--- src/rtl/unidade_controle_rodadas.sv ---
// Round sequencer for the werewolf game: setup, night visits of living players, optional day vote (define VOTACAO_EN).
// Latency: one search cycle per visited player; outputs decode from the registered state only.
// Backpressure: holds in PREPARA_JOGO/DELAY_*/TURNO_* until passa; jogar is honoured only in INICIAL/FIM_JOGO.
module unidade_controle_rodadas #(
    parameter int N_JOGADORES = 8,
    parameter int W_JOG       = $clog2(N_JOGADORES)
) (
    input  logic                   clock,
    input  logic                   reset,
    input  logic                   jogar,
    input  logic                   passa,
    input  logic [N_JOGADORES-1:0] vivos,
    input  logic                   fim_jogo,
    output logic                   rst_global,
    output logic                   zera_CS,
    output logic                   inc_seed,
    output logic                   e_seed_reg,
    output logic                   mostra_classe,
    output logic                   habilita_voto,
    output logic                   fase_dia,
    output logic [W_JOG-1:0]       jogador_atual,
    output logic [7:0]             rodada,
    output logic [4:0]             db_estado
);

    localparam int WB = W_JOG + 1;

    typedef enum logic [4:0] {
        INICIAL       = 5'd0,
        RESETA_TUDO   = 5'd1,
        PREPARA_JOGO  = 5'd2,
        ARMAZENA_JOGO = 5'd3,
        PREPARA_NOITE = 5'd4,
        BUSCA_NOITE   = 5'd5,
        DELAY_NOITE   = 5'd6,
        TURNO_NOITE   = 5'd7,
        FIM_NOITE     = 5'd8,
        PREPARA_DIA   = 5'd9,
        BUSCA_DIA     = 5'd10,
        DELAY_DIA     = 5'd11,
        TURNO_DIA     = 5'd12,
        FIM_DIA       = 5'd13,
        FIM_JOGO      = 5'd14
    } estado_t;

    estado_t          estado;
    estado_t          prox_estado;
    logic [WB-1:0]    base;
    logic             achou;
    logic [W_JOG-1:0] prox;

    // Descending scan so the last hit is the lowest living index at or above base.
    always_comb begin
        achou = 1'b0;
        prox  = '0;
        for (int i = N_JOGADORES - 1; i >= 0; i--) begin
            if (vivos[i] && (WB'(i) >= base)) begin
                achou = 1'b1;
                prox  = W_JOG'(i);
            end
        end
    end

    always_comb begin
        prox_estado   = estado;
        db_estado     = estado;
        rst_global    = 1'b0;
        zera_CS       = 1'b0;
        inc_seed      = 1'b0;
        e_seed_reg    = 1'b0;
        mostra_classe = 1'b0;
        habilita_voto = 1'b0;
        fase_dia      = 1'b0;
        case (estado)
            INICIAL: begin
                rst_global = 1'b1;
                zera_CS    = 1'b1;
                if (jogar) prox_estado = RESETA_TUDO;
            end
            RESETA_TUDO: begin
                rst_global  = 1'b1;
                zera_CS     = 1'b1;
                prox_estado = PREPARA_JOGO;
            end
            PREPARA_JOGO: begin
                inc_seed = 1'b1;
                if (passa) prox_estado = ARMAZENA_JOGO;
            end
            ARMAZENA_JOGO: begin
                e_seed_reg  = 1'b1;
                prox_estado = PREPARA_NOITE;
            end
            PREPARA_NOITE: prox_estado = BUSCA_NOITE;
            BUSCA_NOITE:   prox_estado = achou ? DELAY_NOITE : FIM_NOITE;
            DELAY_NOITE:   if (passa) prox_estado = TURNO_NOITE;
            TURNO_NOITE: begin
                mostra_classe = 1'b1;
                if (passa) prox_estado = BUSCA_NOITE;
            end
`ifdef VOTACAO_EN
            FIM_NOITE:     prox_estado = fim_jogo ? FIM_JOGO : PREPARA_DIA;
            PREPARA_DIA: begin
                fase_dia    = 1'b1;
                prox_estado = BUSCA_DIA;
            end
            BUSCA_DIA: begin
                fase_dia    = 1'b1;
                prox_estado = achou ? DELAY_DIA : FIM_DIA;
            end
            DELAY_DIA: begin
                fase_dia = 1'b1;
                if (passa) prox_estado = TURNO_DIA;
            end
            TURNO_DIA: begin
                fase_dia      = 1'b1;
                habilita_voto = 1'b1;
                if (passa) prox_estado = BUSCA_DIA;
            end
            FIM_DIA: begin
                fase_dia    = 1'b1;
                prox_estado = fim_jogo ? FIM_JOGO : PREPARA_NOITE;
            end
`else
            FIM_NOITE:     prox_estado = fim_jogo ? FIM_JOGO : PREPARA_NOITE;
`endif
            FIM_JOGO:      if (jogar) prox_estado = RESETA_TUDO;
            default: begin
                db_estado   = 5'b11111;
                prox_estado = INICIAL;
            end
        endcase
    end

    always_ff @(posedge clock) begin
        if (!reset) begin
            estado        <= INICIAL;
            jogador_atual <= '0;
            base          <= '0;
            rodada        <= '0;
        end else begin
            estado <= prox_estado;
            case (estado)
                RESETA_TUDO: begin
                    jogador_atual <= '0;
                    base          <= '0;
                    rodada        <= '0;
                end
                PREPARA_NOITE: begin
                    base <= '0;
                    if (rodada != 8'hFF) rodada <= rodada + 8'd1;
                end
                BUSCA_NOITE: if (achou) jogador_atual <= prox;
                TURNO_NOITE: if (passa) base <= {1'b0, jogador_atual} + WB'(1);
`ifdef VOTACAO_EN
                PREPARA_DIA: base <= '0;
                BUSCA_DIA:   if (achou) jogador_atual <= prox;
                TURNO_DIA:   if (passa) base <= {1'b0, jogador_atual} + WB'(1);
`endif
                default: ;
            endcase
        end
    end

endmodule

--- config.mk ---
export PLATFORM = sky130hd
export DESIGN_NAME = unidade_controle_rodadas
export DESIGN_NICKNAME = d
export VERILOG_FILES = /design/src/rtl/unidade_controle_rodadas.sv
export SDC_FILE = /design/constraint.sdc
export NUM_CORES = 1
export LEC_CHECK = 0
export CORE_MARGIN = 2
export CORE_UTILIZATION = 35
export DETAILED_ROUTE_END_ITERATION = 7
export SYNTH_ARGS = -nofsm -noshare
export SYNTH_HDL_FRONTEND = slang
export SYNTH_SLANG_ARGS = --single-unit
export TNS_END_PERCENT = 30
--- constraint.sdc ---
create_clock -name clock -period 4.06 [get_ports clock]
set_clock_uncertainty 0.05 [all_clocks]
set_input_delay 1.015 -clock clock [delete_from_list [all_inputs] [get_ports clock]]
set_output_delay 1.015 -clock clock [all_outputs]
set_load 0.02 [all_outputs]
# == Yosys cells after proc, flatten, opt, wreduce, memory -nomap -nowiden ==
# Cells that the tools add are included.
# classes
n_addsub,2
order_cmp,8
eq_ne,16
mux,34
n_reduce_logical,20
# op_table
op,count
case mux 5 bit (9 select lines),1
2-to-1 mux 3 bit,9
2-to-1 mux 5 bit,5
"== test 5 x 3 -> 1 bit, second input constant",4
"greater-or-equal comparator 3 x 4 -> 1 bit, first input constant",4
case mux 8 bit (2 select lines),1
2-to-1 mux 1 bit,12
2-to-1 mux 4 bit,3
"== test 5 x 2 -> 1 bit, second input constant",2
"== test 5 x 4 -> 1 bit, second input constant",2
"!= test 2 bit, second input constant",5
OR reduction 10 bit,1
"adder 8 x 1 -> 8 bit, second input constant",1
"greater-or-equal comparator 1 x 4 -> 1 bit, first input constant",2
"greater-or-equal comparator 2 x 4 -> 1 bit, first input constant",2
logical AND 1 bit,8
2-to-1 mux 8 bit,1
"!= test 8 bit, second input constant",1
case mux 4 bit (2 select lines),1
case mux 3 bit (2 select lines),1
AND reduction 2 bit,3
nonzero test 2 bit,3
OR reduction 2 bit,3
"== test 5 x 1 -> 1 bit, second input constant",1
4 further kinds,4
# totals
ff_bits,20
input_bits,13
output_inout_bits,23
word_cells,84

# == Depth between registers and ports, before layout ==
# depth
ltp_word,12
depth_mapped,7
mapped_depth_nobuf,5

# == Worst setup path before layout ==
# No wires, ideal clock.
# synth_path
path_kind,register to output
startpoint,register estado[3]
endpoint,output port zera_CS
arrival_ns,1.537
required_time_ns,2.995
slack_ns,1.458
path_stages_with_launch,5
n_path_buf,3
cell_sequence,dfxtp_1 > clkbuf_1 > clkbuf_1 > nor3_1 > buf_4
# synth_via
elab_chain_cells,3
word_cells_on_any_way,4
classes_between,eq/ne (1); mux (1); reduce/logical (2)
# synth_lines
item,line_no,text
from (decl),46,estado_t estado;
from (signal assigned),141,estado <= prox_estado;
== test 5 x 1 -> 1 bit / logical NOT 5 bit (equally long branches),--,
OR reduction 2 bit (no source line) (*),--,
2-to-1 mux 1 bit (*),--,
to (decl),15,"output logic zera_CS,"
# Mark *: on every way between the ends. The rest lies on a longest branch, timed or not.

# == Final worst setup path ==
# layout_path
startpoint,register estado[1]
endpoint,output port db_estado[2]
# layout_via
elab_chain_cells,3
word_cells_on_any_way,12
classes_between,eq/ne (9); mux (1); reduce/logical (2)
# layout_lines
item,line_no,text
"== test 5 x 3 -> 1 bit, or another cell as far along",74,case (estado)
OR reduction 10 bit (no source line) (*),--,
2-to-1 mux 5 bit (*),74,
to (decl),23,output logic [4:0] db_estado
# Marks and branches as above.

==> results.cfg <==
[logic_synthesis]
synth-seq-cells = 19
syn_area_per_cell_um2 = 7.73
synth_edf_count = 0
seq_area_frac_synth_pct = 27.3
synth-main-ff-cell = dfxtp_1
async_flop_share_pct = 0
ys_types = 53
syn_inst = 180
synth_warnings = 0
netlist_area_um2 = 1390

[worst_setup_path]
ff2ff_path_depth = 5
worstPathMaxFanout = 19
critPathLaunchType = flip-flop
worstReg2RegStart = estado[2]
crit_type = flip-flop to output port
critPathRequiredTime_ns = 2.99
endpoint_kind = output port
r2r_end = rodada[1]
rrSetupSlack_ns = 1.81
cp.arrival_ns = 2.23

[cells_and_area]
area_delta_synth_final_pct = 27.1
fin_cells = 255
post-route-util_pct = 47.2
nets = 223
n_antenna_cell = 0
drive_gt1_share_pct = 6.28

[power]
seq_power_share_pct = 45.7
p_leak_uw = 0.000626
peakVddDrop_uv = 107
p_int_uw = 308
p_switching_uw = 125
power_frac_comb_pct = 23.6
p_per_area_nw_per_um2 = 245
switching_share_pct = 28.9
clkPwrFrac_pct = 30.7

[drt]
drtIter0Drc = 75
wl_um = 3340
vias_per_cell = 5.39
wl_per_cell_um = 13.1
drt.antenna.violating_nets = 0
vias = 1375
drc = 0
firstDrtPassIters = 4

[clocking]
htree_num_levels = 1
cts_post_setup_buffers_inserted = 0
path_clk_slew_ns = 0.07
cts.sink_count = 19
cts_resized = 0
cts_hold_buf = 0
cts_buffer_depth = 2
clockRootBuffer = clkbuf_8
cts_buffers = 3
cts_tree = yes
clock_latency_ns = 0.26

[grt]
grt.total_usage_pct = 16.3
grt_max_degree = 22
grt_pass1_wl_um = 5650
globalRouteOverflowTotal = 0
antenna_found_initial = 0
grt_pass1_vias = 1254

[die]
die_h_um = 67.1
io_pins = 36
start_util_pct = 37.2
die_w_um = 67.1
die_area_um2 = 4500
core-area_um2 = 3740
rows = 22

[hold_path]
hold_path_class = flip-flop to flip-flop
whs_endpoint = rodada[1]
holdPathStages = 2
hp-start = rodada[1]

[place]
hpwl_um = 2480
portBuffers = 33
place_congestion = 0.829
post-place-cells = 251

[timing]
max_freq_mhz = 303
min_period_over_period_pct = 81.2
slew_viol_final = 0
setup_viol = 0
hold_violations = 0
period_needed_ns = 3.30
relSlewSlack_pct = 52.5
fin_setup_tns_ns = 0
tightest_slew_ns = 0.706
rsz0062_at_grt = no

[status]
status = completed

[run]
cap_viol_max_count = 0
[metrics by stage]
step	hold WS [ns]	power, uW	instance area, um^2	setup slack, ns
finish	0.476	433	1770	0.764
global route	0.510	459	1770	0.525
CTS	0.478	437	1770	0.739
detailed placement	0.468	304	1720	1.05
global placement	0.457	303	1720	1.14
floorplan	0.434	270	1400	1.46
[synth_stat cells, drive strengths merged (2+ instances only)]
master | count | area (um^2)
nand3 | 7 | 35.0
o21ai | 8 | 40.0
o221a | 2 | 22.5
a21boi | 2 | 15.0
buf | 7 | 51.3
o2111ai | 3 | 26.3
or3b | 2 | 17.5
a31oi | 2 | 12.5
nor2 | 21 | 81.3
a221oi | 2 | 17.5
nand2 | 9 | 33.8
and3 | 3 | 18.8
clkbuf | 5 | 18.8
a21oi | 19 | 98.9
inv | 6 | 22.5
o211ai | 2 | 15.0
or4 | 2 | 15.0
and2 | 2 | 12.5
dfxtp | 19 | 380
o22ai | 2 | 12.5
o31ai | 2 | 15.0
nor2b | 7 | 43.8
nand3b | 2 | 15.0
or3 | 2 | 12.5
nor3 | 5 | 25.0
xor2 | 6 | 52.6
nand2b | 8 | 50.1
ha | 2 | 25.0
[logic make-up (layout without fill, tap and decap cells)]
group           count (synthesis)  in the layout  synth area share, %
simple gates                   79             79                 31.6
xor+xnor                        6              6                 3.78
mux                             2              2                 1.53
other cells                     1              2                0.270
compound gates                 52             52                 26.8
buf+inv                        19             45                 6.92
fa+ha+maj                       2              2                 1.80
flops                          19             19                 27.3
[critical path: stages (launching register included)]
cell	delay [ns]
dfxtp_1	0.71
nor2b_1	0.17
o31ai_1	0.44
nand2b_1	0.10
clkdlybuf4s50_1	0.55
[routing by layer]
layer / global-route usage (%) / share of wire [%] / vias to the layer above / routed length, um
li1: - / - / 706 / -
met1: 23.0 / 49 / 629 / 1640
met2: 24.8 / 45 / 36 / 1500
met3: 1.86 / 4.7 / 4 / 158
met4: 6.89 / 1.3 / 0 / 44
met5: 0 / 0 / - / 0
[layout by cell type, fill, tap and decap left out, types with 2 or more instances in the layout]
master            n
clkdlybuf4s50_1  33
nand3b_1          2
nor2_1           20
dfxtp_1          19
nor2b_1           7
inv_1             6
a31oi_1           2
nand2b_1          8
o221a_2           2
o211ai_1          2
or4_1             2
o31ai_1           2
a21boi_0          2
or3_1             2
a21oi_1          18
or3b_1            2
xor2_1            6
o22ai_1           2
conb_1            2
and3_1            3
o2111ai_1         3
o21ai_0           8
nand2_1           9
ha_1              2
and2_1            2
a221oi_1          2
nor3_1            5
nand3_1           7
clkbuf_8          3
[area by class of cell]
class                           instances  area (um^2)
Clock buffer                            4         45.0
Multi-Input combinational cell        143          918
Tap cell                               48         60.1
Fill cell                             379         1980
Inverter                                7         26.3
Sequential cell                        19          380
Timing Repair Buffer                   34          338
[registers in the layout, summed over array words and instances, names as in the netlist]
register       count
rodada             8
base               4
estado             4
jogador_atual      3
[worst max-delay path by stage]
stage                          from      endpoint  slack [ns]  cells past startpoint
after floorplan           estado[3]       zera_CS        1.46                      4
after global placement    estado[1]  db_estado[1]        1.14                      4
after detailed placement  estado[1]  db_estado[2]        1.05                      4
after CTS                 estado[1]  db_estado[2]        0.74                      4
after global routing      estado[1]  db_estado[2]        0.53                      4
final                     estado[1]  db_estado[2]        0.76                      4
[power by group through the flow]
stage | clock network [uW] | registers, uW | logic, uW
final | 133 | 198 | 102
after global routing | 148 | 199 | 112
after detailed placement | 0 | 202 | 102
after CTS | 136 | 198 | 103
after floorplan | 0 | 197 | 72.9
after global placement | 0 | 202 | 101
Note: power is estimated with default switching activity, not from simulation.
